==> config.mk <==
export PLATFORM = sky130hd
export DESIGN_NAME = chknorm_stream_flat
export DESIGN_NICKNAME = d
export VERILOG_FILES = /design/src/rtl/chknorm_stream_pkg.sv /design/src/rtl/chknorm_stream_if.sv /design/src/rtl/chknorm_stream_centered_abs.sv /design/src/rtl/chknorm_stream.sv /design/src/flat_wrapper.sv
export SDC_FILE = /design/constraint.sdc
export NUM_CORES = 1
export LEC_CHECK = 0
export ABC_CLOCK_PERIOD_IN_PS = 5960
export BUFFER_PORTS_ARGS = -buffer_cell sky130_fd_sc_hd__buf_4
export CAP_MARGIN = 10
export CORE_MARGIN = 2
export CORE_UTILIZATION = 54
export CTS_BUF_LIST = sky130_fd_sc_hd__clkbuf_4 sky130_fd_sc_hd__clkbuf_8
export DETAILED_ROUTE_END_ITERATION = 10
export GPL_ROUTABILITY_DRIVEN = 1
export PLACE_DENSITY = 0.85
export SYNTH_ARGS = -nofsm -noshare
export SYNTH_HDL_FRONTEND = slang
export SYNTH_SLANG_ARGS = --single-unit
export TNS_END_PERCENT = 1
==> constraint.sdc <==
create_clock -name clk_i -period 5.96 [get_ports clk_i]
set_input_delay 0.596 -clock clk_i [delete_from_list [all_inputs] [get_ports clk_i]]
set_output_delay 0.596 -clock clk_i [all_outputs]
set_load 0.1 [all_outputs]
==> src/rtl/chknorm_stream_pkg.sv <==
`default_nettype none
// ============================================================================
// chknorm_stream_pkg : field constants and FSM encoding for chknorm_stream
// Rev 1.0
// ============================================================================
package chknorm_stream_pkg;

  localparam logic [31:0] Q     = 32'd8380417;
  localparam logic [31:0] QINV  = 32'd58728449;
  localparam int          N     = 256;
  localparam logic [31:0] QHALF = (Q - 32'd1) >> 1;

  typedef logic [1:0] state_t;

  localparam state_t ST_IDLE  = 2'd0;
  localparam state_t ST_RUN   = 2'd1;
  localparam state_t ST_DRAIN = 2'd2;
  localparam state_t ST_DONE  = 2'd3;

endpackage
`default_nettype wire

==> src/rtl/chknorm_stream_if.sv <==
`default_nettype none
// ============================================================================
// chknorm_stream_if : coefficient stream, control and result bundle
// Rev 1.0
// ============================================================================
interface chknorm_stream_if;

  logic        start_i;
  logic [31:0] bound_i;
  logic        in_valid_i;
  logic [31:0] in_data_i;
  logic        in_ready_o;
  logic        res_valid_o;
  logic        res_ready_i;
  logic        res_pass_o;
  logic [7:0]  res_first_idx_o;
  logic        res_range_err_o;
  logic        busy_o;

  modport slave (
    input  start_i, bound_i, in_valid_i, in_data_i, res_ready_i,
    output in_ready_o, res_valid_o, res_pass_o, res_first_idx_o,
           res_range_err_o, busy_o
  );

  modport master (
    output start_i, bound_i, in_valid_i, in_data_i, res_ready_i,
    input  in_ready_o, res_valid_o, res_pass_o, res_first_idx_o,
           res_range_err_o, busy_o
  );

endinterface
`default_nettype wire

==> src/rtl/chknorm_stream_centered_abs.sv <==
`default_nettype none
// ============================================================================
// chknorm_stream_centered_abs : canonical coefficient -> |centered value|
// Rev 1.0
// ============================================================================
module chknorm_stream_centered_abs
  import chknorm_stream_pkg::*;
(
  input  logic [31:0] a_i,
  output logic [31:0] mag_o,
  output logic        range_err_o
);

  logic [31:0] t;

  // Two's-complement wrap of a - Q yields the negative centered value.
  always_comb begin
    t           = (a_i > QHALF) ? (a_i - Q) : a_i;
    mag_o       = t[31] ? (32'd0 - t) : t;
    range_err_o = (a_i >= Q);
  end

endmodule
`default_nettype wire

==> src/rtl/chknorm_stream.sv <==
`default_nettype none
// ============================================================================
// chknorm_stream : infinity-norm check of a 256-coefficient canonical stream
// Rev 1.0
// ============================================================================
module chknorm_stream
  import chknorm_stream_pkg::*;
(
  input  logic             clk_i,
  input  logic             rst_i,
  chknorm_stream_if.slave  bus
);

  state_t      state_q, state_d;
  logic [7:0]  cnt_q;
  logic [31:0] bound_q;
  logic [31:0] a_q;
  logic [7:0]  idx_q;
  logic        v0_q;
  logic        fail_q;
  logic        err_q;
  logic [7:0]  fidx_q;

  logic        hs;
  logic        done;
  logic [31:0] mag;
  logic        range_err;
  logic        fail_c;

  assign hs   = (state_q == ST_RUN) && bus.in_valid_i;
  assign done = (state_q == ST_DONE);

  chknorm_stream_centered_abs u_centered_abs (
    .a_i         (a_q),
    .mag_o       (mag),
    .range_err_o (range_err)
  );

  assign fail_c = range_err || (mag >= bound_q);

  always_comb begin
    state_d = state_q;
    case (state_q)
      ST_IDLE:  if (bus.start_i) state_d = ST_RUN;
      ST_RUN:   if (hs && (cnt_q == 8'(N - 1))) state_d = ST_DRAIN;
      ST_DRAIN: state_d = ST_DONE;
      ST_DONE:  if (bus.res_ready_i) state_d = ST_IDLE;
      default:  state_d = ST_IDLE;
    endcase
  end

  always_ff @(posedge clk_i) begin
    if (rst_i) begin
      state_q <= ST_IDLE;
      cnt_q   <= '0;
      bound_q <= '0;
      a_q     <= '0;
      idx_q   <= '0;
      v0_q    <= 1'b0;
      fail_q  <= 1'b0;
      err_q   <= 1'b0;
      fidx_q  <= '0;
    end else begin
      state_q <= state_d;
      v0_q    <= hs;
      if (hs) begin
        a_q   <= bus.in_data_i;
        idx_q <= cnt_q;
        cnt_q <= cnt_q + 8'd1;
      end
      if ((state_q == ST_IDLE) && bus.start_i) begin
        bound_q <= bus.bound_i;
        cnt_q   <= '0;
        fail_q  <= 1'b0;
        err_q   <= 1'b0;
        fidx_q  <= '0;
      end else if (v0_q) begin
        // Only the earliest failing index is kept.
        if (fail_c && !fail_q) fidx_q <= idx_q;
        fail_q <= fail_q | fail_c;
        err_q  <= err_q | range_err;
      end
    end
  end

  assign bus.in_ready_o      = (state_q == ST_RUN);
  assign bus.res_valid_o     = done;
  assign bus.res_pass_o      = done && !fail_q;
  assign bus.res_first_idx_o = done ? fidx_q : 8'd0;
  assign bus.res_range_err_o = done && err_q;
  assign bus.busy_o          = (state_q != ST_IDLE);

endmodule
`default_nettype wire
==> src/flat_wrapper.sv <==
// flat-port wrapper written by rule: the top's interface ports become plain ports
module chknorm_stream_flat import chknorm_stream_pkg::*;
  (clk_i, rst_i, bus_start_i, bus_bound_i, bus_in_valid_i, bus_in_data_i, bus_res_ready_i, bus_in_ready_o, bus_res_valid_o, bus_res_pass_o, bus_res_first_idx_o, bus_res_range_err_o, bus_busy_o);
  chknorm_stream_if bus_i ();
  input  logic clk_i;
  input  logic rst_i;
  input wire logic [$bits(bus_i.start_i)-1:0] bus_start_i;
  input wire logic [$bits(bus_i.bound_i)-1:0] bus_bound_i;
  input wire logic [$bits(bus_i.in_valid_i)-1:0] bus_in_valid_i;
  input wire logic [$bits(bus_i.in_data_i)-1:0] bus_in_data_i;
  input wire logic [$bits(bus_i.res_ready_i)-1:0] bus_res_ready_i;
  output wire logic [$bits(bus_i.in_ready_o)-1:0] bus_in_ready_o;
  output wire logic [$bits(bus_i.res_valid_o)-1:0] bus_res_valid_o;
  output wire logic [$bits(bus_i.res_pass_o)-1:0] bus_res_pass_o;
  output wire logic [$bits(bus_i.res_first_idx_o)-1:0] bus_res_first_idx_o;
  output wire logic [$bits(bus_i.res_range_err_o)-1:0] bus_res_range_err_o;
  output wire logic [$bits(bus_i.busy_o)-1:0] bus_busy_o;
  assign bus_i.start_i = bus_start_i;
  assign bus_i.bound_i = bus_bound_i;
  assign bus_i.in_valid_i = bus_in_valid_i;
  assign bus_i.in_data_i = bus_in_data_i;
  assign bus_i.res_ready_i = bus_res_ready_i;
  assign bus_in_ready_o = bus_i.in_ready_o;
  assign bus_res_valid_o = bus_i.res_valid_o;
  assign bus_res_pass_o = bus_i.res_pass_o;
  assign bus_res_first_idx_o = bus_i.res_first_idx_o;
  assign bus_res_range_err_o = bus_i.res_range_err_o;
  assign bus_busy_o = bus_i.busy_o;
  chknorm_stream u_core (.clk_i(clk_i), .rst_i(rst_i), .bus(bus_i));
endmodule
==> results of run 1 <==
## where the power goes
part           internal (W)  switching [W]  total (W)
logic               0.00142        0.00196    0.00337
registers          0.000707      0.0000976   0.000805
clock network      0.000169       0.000241   0.000411
## worst reg2reg max path: stages (launching register included)
cell	delay [ns]
sky130_fd_sc_hd__dfxtp_1	0.42
sky130_fd_sc_hd__inv_1	0.13
sky130_fd_sc_hd__ha_1	0.27
sky130_fd_sc_hd__or3b_1	0.50
sky130_fd_sc_hd__nor3_4	0.27
sky130_fd_sc_hd__o21a_2	0.47
sky130_fd_sc_hd__o211ai_2	0.23
sky130_fd_sc_hd__nor4_4	0.40
sky130_fd_sc_hd__nand3b_2	0.27
sky130_fd_sc_hd__o21ai_0	0.27
sky130_fd_sc_hd__xnor2_1	0.15
sky130_fd_sc_hd__ha_1	0.27
sky130_fd_sc_hd__a21o_1	0.17
sky130_fd_sc_hd__a21o_1	0.17
sky130_fd_sc_hd__a211o_1	0.28
sky130_fd_sc_hd__o211ai_1	0.09
sky130_fd_sc_hd__a21oi_1	0.09
sky130_fd_sc_hd__o311ai_1	0.50
sky130_fd_sc_hd__a21oi_2	0.27
sky130_fd_sc_hd__mux2i_1	0.18
## area by class of cell
class	count	area [sq um]	area share [%]
multi-input combinational	648	4080	56.9
sequential	93	1860	26.0
timing repair buffer	95	713	9.94
tap	143	179	2.49
inverter	39	146	2.04
clock buffer	10	138	1.92
clock inverter	6	52.6	0.733
## worst paths after layout
| path | cells past startpoint | endpoint | startpoint |
|---|---|---|---|
| setup reg to reg | 19 | u_core.fidx_q[0] | u_core.a_q[0] |
| hold reg to reg | 2 | u_core.bound_q[22] | u_core.bound_q[22] |
| hold / removal | 3 | u_core.bound_q[28] | bus_bound_i[28] |
| setup / recovery | 19 | u_core.fidx_q[0] | u_core.a_q[0] |
## through the flow
stage	util (%)	instance area, sq um	hold WS [ns]	std cells	worst slack, ns
2_1_floorplan	-	6340	0.429	833	1.03
3_3_place_gp	61.1	6980	0.440	1018	0.414
3_5_place_dp	61.1	6980	0.444	1018	0.268
4_1_cts	62.8	7170	0.425	1034	0.231
5_1_grt	62.8	7170	0.433	1034	0.0868
6_report	62.8	7170	0.437	1034	0.442
## registers in the layout (all words and copies together), names as in the netlist
name	flops
u_core.cnt_q	8
u_core.idx_q	8
u_core.err_q	1
u_core.fidx_q	8
u_core.fail_q	1
u_core.v0_q	1
u_core.state_q	2
u_core.a_q	32
u_core.bound_q	32
## logic make-up after synthesis
logic type / Yosys count / share of synthesized area (%)
mux: 8 / 1.26
simple gates: 353 / 27.4
compound gates: 191 / 20.0
xor+xnor: 55 / 7.59
buf+inv: 92 / 6.35
flops: 93 / 29.3
fa+ha+maj: 41 / 8.09
## repair_timing
action | 4_1_cts | 5_1_grt
endpoints found under the hold margin | 0 | 0
resized for setup | 0 | 2
hold buffers | 0 | 0
setup endpoints to repair | 0 | 8
## cell usage after synthesis (all sizes together) (3+ instances only)
| cell | n |
|---|---|
| and3 | 5 |
| clkbuf | 26 |
| or2 | 6 |
| nand3 | 15 |
| o31ai | 9 |
| a21o | 9 |
| nor2b | 4 |
| nor2 | 38 |
| xnor2 | 37 |
| o211ai | 16 |
| nor4b | 3 |
| nand2b | 9 |
| mux2i | 8 |
| and2 | 12 |
| buf | 27 |
| a31oi | 6 |
| dfxtp | 93 |
| or4 | 7 |
| nand2 | 190 |
| or3 | 8 |
| o41ai | 12 |
| o211a | 3 |
| inv | 39 |
| a211oi | 4 |
| nor4 | 17 |
| nand4 | 14 |
| ha | 41 |
| nor3 | 14 |
| o21ai | 19 |
| xor2 | 18 |
| a21oi | 95 |
| nor3b | 3 |
## routing by layer
layer  global-route usage (%)  vias up  wire (um)
met1                     31.8     2778       6990
li1                         -     3006          -
met4                     5.28        0        168
met5                        0        -          0
met3                     5.35       18        711
met2                     41.0      146       7310
==> results.txt, run 1 <==
The count of buffers added on input and output ports is around 80. The setup clock skew after layout is between 0.01 and 0.015 ns. Traced cell by cell, the critical path runs through inv_1, ha_1, or3b_1, nor3_4, o21a_2, o211ai_2, nor4_4, nand3b_2, o21ai_0, xnor2_1, ha_1, a21o_1, a21o_1, a211o_1, o211ai_1, a21oi_1, o311ai_1, a21oi_2, mux2i_1.

The H-tree generated during clock tree synthesis spans 3 levels. STA classifies the critical path endpoint as a flop. The actual slew at the worst max-slew pin is 1.07 ns. The floorplan has 39 rows. The share of cells above drive strength 1 is between 10% and 20%. The count of antenna diodes in the layout is 0. The first global-routing pass estimated between 20 and 30 mm of wire.

The final count of pins violating max slew is 0. The worst setup path is of the flop to flop kind. The number of top-level pins came out at 82. The number of setup buffers added after CTS is 0. Counting distinct cell types in the post-synthesis netlist gives 70. Counting flops with a built-in enable in the synthesized netlist gives 0. By area the synthesized netlist is led by sky130_fd_sc_hd__dfxtp_1, sky130_fd_sc_hd__nand2_1, sky130_fd_sc_hd__ha_1. The library cell used most frequently in the layout, excluding fill and tap cells, is sky130_fd_sc_hd__nand2_1. The routed wire length per instance is 14.7 um. TritonCTS created 9 clock buffers.

The count of final setup violators is 0. The critical path startpoint category is a flop. Routability-driven placement finished with a final weighted congestion of approximately 0.91.

The data arrival at the endpoint of the critical path came out at 5.78 ns. The antenna violation net count after detailed routing came out at 0. The clock passes through at most 2 buffers. Adding up every negative setup slack in the final design gives 0 ns. The power density over the cells came out at about 640 nW/um^2. The number of nets in the synthesized netlist came out at roughly 940.

The library cells used most frequently in the layout, excluding fill and tap cells, are sky130_fd_sc_hd__nand2_1, sky130_fd_sc_hd__buf_4, sky130_fd_sc_hd__a21oi_1, sky130_fd_sc_hd__dfxtp_1, sky130_fd_sc_hd__ha_1. Fill cells in the final layout number 1005. The required time reported for the critical path endpoint is 6.22 ns.

For this run, the top clock speed supported by timing is 181 MHz. The path class of the tightest hold or removal check is primary input to flop. The final worst-path cycle share is 92.6%. The total die area is between 10000 and 15000 sq um. The library cell occupying the most area in the post-synthesis netlist is sky130_fd_sc_hd__dfxtp_1. The initial antenna violation count is 0. The total iterations of the first detailed-routing run is 6. After synthesis the netlist holds a flip-flop and latch count of 93. The total power of the final layout came out at roughly 0.0046 W.

The portion of synthesized cell area occupied by the leading cell type came out at roughly 30%. The number of clock sinks is 93. The cell family contributing the most delay on the critical path is compound AO/OA/AOI/OAI gates.

Of all nets on the critical path, the largest fanout is 25. The worst max-slew margin expressed relative to the limit came out at around 29%. The latest clock arrival within the worst-skew pair is slightly below 0.4 ns. The residual overflow from global routing is 0.

The relative area change from synthesis to final layout is 13.1%. The highest-delay cell along the critical path is sky130_fd_sc_hd__or3b_1. The critical path buffer and inverter count is 1.

The number of nets in the layout is ~1000. The die is approximately 110 um tall. Among all flip-flop cells after synthesis, the most frequent one is sky130_fd_sc_hd__dfxtp_1. The number of cells produced by synthesis is 833. The DRC violation total after the first TritonRoute iteration came out at 374.

The hold violation total from the final report is 0. The residual DRC count is 0. The mean number of vias per cell came out at between 5 and 6. The overall die width is about 110 um. The run finished with clean final reports. The detailed-route wire length is between 15 and 20 mm.

The leakage power figure came out at between 2 and 3 nW. Summing the sequential cell areas from Yosys gives a little under 30% of the chip area. The minimum clock period came out at 5.52 ns. The count of vias placed by the detailed router is between 5000 and 6000. The maximum number of pins on one net before global-route repair is slightly below 80. During synthesis, Yosys emitted a total of 0 warnings. The clock-pin slew of the registers on the worst-case setup and hold paths is ~0.10 ns. The mapped netlist covers 6340 sq um.

In this run the clock root is driven by a sky130_fd_sc_hd__clkbuf_8. Setup repair after global routing left no endpoint under its margin. Global routing used 24.2% of the available tracks across all layers. The total of max-cap violations is 0. The HPWL reported at the end of detailed placement came out at approximately 11 mm. The average cell area after synthesis is about 7.6 sq um.

The via count of the first global-routing pass is approximately 5300. TritonCTS built the clock tree. The highest ir drop seen on vdd came out at 0.503 mV.

Counting flops with an async set or reset pin after synthesis yields a share of 0%. The starting utilization of the core area is between 50% and 60%. On the worst path, the slowest cell contributes a delay of 0.50 ns. The placeable core region is around 11000 sq um. The setup slack on the worst flop-to-flop path came out at approximately 0.44 ns.
Note: power is estimated with default switching activity, not from simulation.
==> run 2: changes to the inputs <==
CORE_MARGIN = default   (was 2)
CTS_BUF_LIST = default   (was sky130_fd_sc_hd__clkbuf_4 sky130_fd_sc_hd__clkbuf_8)
==> results.txt, run 2 (synthesis results as in run 1) <==
The mean number of vias per cell came out at 5.74 (-0.20%). The final count of pins violating max slew is 0 (unchanged). The critical path startpoint category is a flop. The placeable core region is 11400 sq um (unchanged).

The clock-pin slew of the registers on the worst-case setup and hold paths is 0.07 ns (-0.03 ns). The detailed-route wire length is 15.1 mm (-0.75%). The latest clock arrival within the worst-skew pair is 0.35 ns (-0.04 ns). The routed wire length per instance came to 14.6 um (-0.75%). The number of setup buffers added after CTS came out at 0 (unchanged). The power density over the cells came to 652 nW/um^2 (+1.8%). The tree is rooted in a sky130_fd_sc_hd__clkbuf_16. The initial antenna violation count is 0 (unchanged). The achievable frequency is 182 MHz (+0.60%). The worst hold path terminates at u_core.idx_q[2].

Setup repair after global routing left no endpoint under its margin. The DRC violation total after the first TritonRoute iteration is 446 (+19%). The number of instances resized during post-cts repair is 0 (unchanged). The buffer depth of the longest clock path is 2 (unchanged). The starting utilization of the core area is 55.6% (unchanged). The hold violation total from the final report came to 0 (unchanged).

The depth of the worst register-to-register path came out at 19 (unchanged). The number of I/O port buffers came out at 81 (unchanged). The total die area came out at 12200 sq um (-3.5%). The depth of the CTS H-tree came out at 3 (unchanged). The number of buffers inserted during clock tree synthesis came out at 9 (unchanged). The setup slack on the worst flop-to-flop path came to 0.47 ns (+0.03 ns).

The total iterations of the first detailed-routing run came to 5 (-1). The area of all placed cells without fillers was 7290 sq um (+1.6%). The overall die width is 110 um (-1.8%). The number of nets in the layout came out at 996 (unchanged). The TritonCTS clock tree is yes. The library cell used most frequently in the layout, excluding fill and tap cells, is sky130_fd_sc_hd__nand2_1. The worst flop-to-flop path startpoint is u_core.a_q[0]. The biggest fanout along the worst timing path is 11 (-56%). The residual overflow from global routing is 0 (unchanged). The leakage power figure came out at 2.78 nW (+1.9%).

The setup clock skew after layout came out at 0.0103 ns (-0.00368 ns). The share of cells above drive strength 1 is 16.3% (-0.22 points). The maximum number of pins on one net before global-route repair is 78 (unchanged). The worst setup path is of the flop to flop kind. The via count of the first global-routing pass is 5238 (-1.9%).

The total global routing track utilization came out at 25.7% (+1.5 points). The hold buffer count at cts is 0 (unchanged). The worst hold path belongs to the class flop to flop.

The HPWL reported at the end of detailed placement was 11.3 mm (-0.92%). The required time reported for the critical path endpoint came out at 6.18 ns (-0.04 ns). The number of clock sinks came out at 93 (unchanged). The antenna violation net count after detailed routing came out at 0 (unchanged).

The summed negative setup slack over all endpoints came to 0 ns (unchanged). The total of max-cap violations came out at 0 (unchanged). The highest ir drop seen on vdd came out at 0.496 mV (-1.3%). The worst hold path startpoint is u_core.idx_q[2]. The residual DRC count came out at 0 (unchanged). The post-detailed-placement cell area is 6980 sq um (unchanged). The capturing point of the worst reg2reg path is u_core.fidx_q[2]. The total power of the final layout is 0.00475 W (+3.5%). The count of vias placed by the detailed router came out at 5936 (-0.20%). The relative area change from synthesis to final layout is 14.9%. The worst max-slew margin expressed relative to the limit came out at 29.3% (+0.73 points). The number of top-level pins is 82 (unchanged). The final worst-path cycle share was 92.0% (-0.55 points). The library cells used most frequently in the layout, excluding fill and tap cells, are sky130_fd_sc_hd__nand2_1, sky130_fd_sc_hd__buf_4, sky130_fd_sc_hd__a21oi_1, sky130_fd_sc_hd__dfxtp_1, sky130_fd_sc_hd__ha_1. The minimum clock period came to 5.49 ns (-0.0327 ns). The die span in y came out at 110 um (-1.8%). The worst setup path is captured at a flop. The largest registers in the layout are u_core.a_q: 32 flops, u_core.bound_q: 32 flops. The count of final setup violators is 0 (unchanged). The data arrival at the endpoint of the critical path is 5.71 ns (-0.07 ns). The global-route wire length before repair is 24.5 mm (-3.6%). The flow ran to the end, and the final reports show no timing, DRC or antenna violations.

The actual slew at the worst max-slew pin came out at 1.06 ns (-0.0135 ns). The cell depth of the worst min-delay path came out at 2 (-1). The count of antenna diodes in the layout was 0 (unchanged). The row count came to 39 (unchanged).

The final weighted congestion in routability-driven placement is 0.906 (-0.21%).
[run 2: how the worst max path moves through the flow]
stage / start / end / slack [ns] / cells past startpoint
after CTS: u_core.a_q[0] / u_core.fidx_q[7] / 0.14 / 19
after global placement: u_core.a_q[0] / u_core.fidx_q[3] / 0.36 / 19
after global routing: u_core.a_q[0] / u_core.fidx_q[1] / 0.07 / 19
final: u_core.a_q[0] / u_core.fidx_q[2] / 0.47 / 19
after floorplan: u_core.a_q[0] / u_core.fidx_q[0] / 1.03 / 23
after detailed placement: u_core.a_q[0] / u_core.fidx_q[7] / 0.17 / 19
[run 2: layout make-up]
class / instances / area, sq um
multi-input combinational: 648 / 4090
fill: 1027 / 4130
sequential: 93 / 1860
clock inverter: 4 / 55.1
inverter: 39 / 146
timing repair buffer: 95 / 713
tap: 143 / 179
clock buffer: 12 / 246
[run 2: metrics by stage]
step	setup WS (ns)	cells	hold slack [ns]	utilization, %
2_1_floorplan	1.03	833	0.429	-
3_3_place_gp	0.358	1018	0.439	61.1
3_5_place_dp	0.168	1018	0.446	61.1
4_1_cts	0.143	1034	0.456	63.8
5_1_grt	0.0680	1034	0.473	63.9
6_report	0.474	1034	0.454	63.9
[run 2: metal layers]
metal  track usage, %  vias to the layer above  wire length (um)
met5                0                        -                 0
met2             41.8                      160              7140
met1             33.6                     2744              6850
met3             5.70                       24               834
li1                 -                     3008                 -
met4             8.36                        0               254
[run 2: power breakdown]
group	total (W)	switching, W	internal (W)
Sequential	0.000804	0.0000960	0.000708
Clock	0.000581	0.000242	0.000339
Combinational	0.00336	0.00194	0.00142
[run 2: worst max-delay path, stage by stage, from the launching register on]
cell	delay (ns)
sky130_fd_sc_hd__dfxtp_1	0.40
sky130_fd_sc_hd__inv_1	0.13
sky130_fd_sc_hd__ha_1	0.30
sky130_fd_sc_hd__or3b_1	0.51
sky130_fd_sc_hd__nor3_4	0.32
sky130_fd_sc_hd__o21ai_1	0.32
sky130_fd_sc_hd__a211oi_1	0.41
sky130_fd_sc_hd__o22a_1	0.30
sky130_fd_sc_hd__nand3b_2	0.24
sky130_fd_sc_hd__o21ai_0	0.27
sky130_fd_sc_hd__xnor2_1	0.15
sky130_fd_sc_hd__ha_1	0.27
sky130_fd_sc_hd__a21o_1	0.16
sky130_fd_sc_hd__a21o_1	0.17
sky130_fd_sc_hd__a211o_1	0.28
sky130_fd_sc_hd__o211ai_1	0.10
sky130_fd_sc_hd__a21oi_1	0.10
sky130_fd_sc_hd__o311ai_1	0.49
sky130_fd_sc_hd__a21oi_2	0.27
sky130_fd_sc_hd__mux2i_1	0.17
==> run 3: changes to the inputs <==
ABC_CLOCK_PERIOD_IN_PS = 5250   (was 5960)
clock period = 5.25 ns   (was 5.96 ns; I/O delays follow)
==> results.txt, run 3 (synthesis results as in run 1) <==
The run finished with clean final reports. The count of vias placed by the detailed router is 6058 (+2.1%). The depth of the CTS H-tree is 3 (unchanged). The tree is rooted in a sky130_fd_sc_hd__clkbuf_16. The number of clock sinks was 93 (unchanged).

The number of top-level pins came to 82 (unchanged). The count of antenna diodes in the layout came out at 0 (unchanged). The combined flip-flop and latch cell area is 1860 sq um (unchanged).

The buffer depth of the longest clock path came to 2 (unchanged). The initial antenna violation count is 0 (unchanged). The antenna violation net count after detailed routing was 0 (unchanged).

The total of max-cap violations is 0 (unchanged). The row count came out at 39 (unchanged). The setup clock skew after layout is 0.00810 ns (-0.00219 ns).

The overall die width came out at 110 um (unchanged). The number of nets in the layout was 1026 (+3.0%). The final cell count without fillers was 1064 (+2.9%). STA classifies the critical path endpoint as a flop.

The worst max-slew margin expressed relative to the limit came out at 28.3% (-1.0 points). The residual DRC count is 0 (unchanged). The latest clock arrival within the worst-skew pair came to 0.35 ns (about the same).

The TritonCTS clock tree is yes. The required time reported for the critical path endpoint is 5.48 ns (-0.70 ns). The achievable frequency was 199 MHz (+9.4%). The final worst-path cycle share came out at 95.5% (+3.5 points). The final count of pins violating max slew is 0 (unchanged). The library cell used most frequently in the layout, excluding fill and tap cells, is sky130_fd_sc_hd__nand2_1.

The starting utilization of the core area came to 55.6% (unchanged). The total global routing track utilization was 26.7% (+1.0 points). The residual overflow from global routing came out at 0 (unchanged). The cell count after placement came out at 1046 (+2.8%). The cell depth of the worst min-delay path is 3 (+1). The number of filler instances in the final layout came out at 948 (-7.7%).

The startpoint identified for the worst register-to-register timing path is u_core.a_q[0]. For hold timing, the worst endpoint is u_core.a_q[17]. The data arrival at the endpoint of the critical path is 5.25 ns (-0.46 ns).

The via count of the first global-routing pass is 5527 (+5.5%). The minimum clock period is 5.02 ns (-0.471 ns). The number of I/O port buffers came to 81 (unchanged).

The met1 usage in global routing is 34.3% (+0.75 points). Leaving out fill and tap cells, the most frequent cells in the layout are sky130_fd_sc_hd__nand2_1, sky130_fd_sc_hd__buf_4, sky130_fd_sc_hd__a21oi_1, sky130_fd_sc_hd__dfxtp_1, sky130_fd_sc_hd__ha_1. The biggest fanout along the worst timing path is 14 (+3). The met3 track demand over resource is 5.64% (-0.059 points). The detailed-route wire length came out at 15.7 mm (+3.9%). The met2 usage is 44.9% (+3.0 points). The summed negative setup slack over all endpoints came out at 0 ns (unchanged).

The HPWL reported at the end of detailed placement came out at 11.6 mm (+2.8%). The mean number of vias per cell came out at 5.69 (-0.82%). The number of buffers inserted during clock tree synthesis came out at 9 (unchanged).

The clock-pin slew of the registers on the worst-case setup and hold paths was 0.07 ns (about the same). The global-route wire length before repair is 25.6 mm (+4.1%). The worst hold path begins at bus_in_data_i[17].

The DRC violation total after the first TritonRoute iteration came out at 499 (+12%). The depth of the worst register-to-register path came to 20 (+1). The worst register-to-register path ends at u_core.fidx_q[0]. The multi-input combinational cell area came out at 4120 sq um (+0.64%).

The die span in y is 110 um (unchanged). The actual slew at the worst max-slew pin is 1.07 ns (+0.0152 ns). The most crowded layer after global routing is met2. The largest registers in the layout are u_core.a_q: 32 flops, u_core.bound_q: 32 flops. The hold buffer count at cts was 0 (unchanged).

The critical path startpoint category is a flop. The share of cells above drive strength 1 came out at 19.7% (+3.4 points). The setup slack on the worst flop-to-flop path is 0.23 ns (-0.24 ns). The relative area change from synthesis to final layout came out at 19.7%.

The routed wire length per instance is 14.7 um (+1.0%). The total iterations of the first detailed-routing run is 6 (+1). The count of final setup violators was 0 (unchanged). The power density over the cells is 754 nW/um^2 (+16%). The total power of the final layout is 0.00573 W (+21%). The highest ir drop seen on vdd is 0.519 mV (+4.5%). The kind of critical path is flop to flop.

The hold violation total from the final report came out at 0 (unchanged). The total die area is 12200 sq um (unchanged). The leakage power figure came out at 2.95 nW (+6.4%). The placeable core region came to 11400 sq um (unchanged). The class of the most critical hold timing path is primary input to flop.

The final weighted congestion in routability-driven placement was 0.934 (+3.1%). The maximum number of pins on one net before global-route repair is 78 (unchanged).
[run 3: where the power goes]
| group | total (W) | switching (W) | internal (W) |
|---|---|---|---|
| registers | 0.000893 | 0.0000891 | 0.000803 |
| logic | 0.00410 | 0.00232 | 0.00178 |
| clock network | 0.000734 | 0.000284 | 0.000450 |
[run 3: through the flow]
stage	instance area, sq um	utilization (%)	worst slack, ns	hold WS (ns)
final	7590	66.5	0.235	0.417
after global routing	7590	66.5	-0.00815	0.419
after CTS	7550	66.1	0.0508	0.408
after detailed placement	7200	63.1	-0.0255	0.446
after global placement	7200	63.1	0.147	0.441
after floorplan	6340	-	0.317	0.429
[run 3: cell type report]
| class | instances | area share, % |
|---|---|---|
| Multi-Input combinational cell | 648 | 54.2 |
| Timing Repair Buffer | 125 | 12.5 |
| Clock inverter | 5 | 1.17 |
| Sequential cell | 93 | 24.5 |
| Clock buffer | 11 | 3.33 |
| Tap cell | 143 | 2.36 |
| Inverter | 39 | 1.93 |
[run 3: worst max-delay path by stage]
stage	slack [ns]	start	end	depth (start not counted)
after global placement	0.15	u_core.a_q[0]	u_core.fidx_q[3]	20
final	0.23	u_core.a_q[0]	u_core.fidx_q[0]	20
after global routing	-0.008	u_core.a_q[17]	u_core.fidx_q[7]	18
after floorplan	0.32	u_core.a_q[0]	u_core.fidx_q[0]	23
after detailed placement	-0.03	u_core.a_q[0]	u_core.fidx_q[0]	19
after CTS	0.05	u_core.a_q[0]	u_core.fidx_q[1]	19
[run 3: metal layers]
layer	vias up	share of wire, %
met1	2785	45
li1	3056	-
met3	21	5.3
met5	-	0
met4	0	1.5
met2	196	49
[run 3: worst max-delay path, cell delays in order (launching register included)]
cell and delay (ns):
sky130_fd_sc_hd__dfxtp_1 0.31, sky130_fd_sc_hd__inv_1 0.09, sky130_fd_sc_hd__ha_1 0.19, sky130_fd_sc_hd__or3b_1 0.45, sky130_fd_sc_hd__buf_4 0.19, sky130_fd_sc_hd__nor4_1 0.29
sky130_fd_sc_hd__buf_4 0.23, sky130_fd_sc_hd__o311ai_1 0.23, sky130_fd_sc_hd__nor3b_4 0.29, sky130_fd_sc_hd__nand2_2 0.25, sky130_fd_sc_hd__o41ai_2 0.49, sky130_fd_sc_hd__xor2_1 0.19
sky130_fd_sc_hd__ha_1 0.26, sky130_fd_sc_hd__a21o_1 0.18, sky130_fd_sc_hd__a21oi_1 0.13, sky130_fd_sc_hd__nor2b_1 0.06, sky130_fd_sc_hd__o211ai_1 0.17, sky130_fd_sc_hd__a31oi_1 0.13
sky130_fd_sc_hd__o31ai_2 0.39, sky130_fd_sc_hd__a21oi_4 0.19, sky130_fd_sc_hd__mux2i_1 0.16
[run 3: repair_timing]
action / in CTS / in global routing
setup buffers: 0 / 2
setup endpoints to repair: 8 / 8
gates resized for setup: 1 / 6
pin swaps: 0 / 1
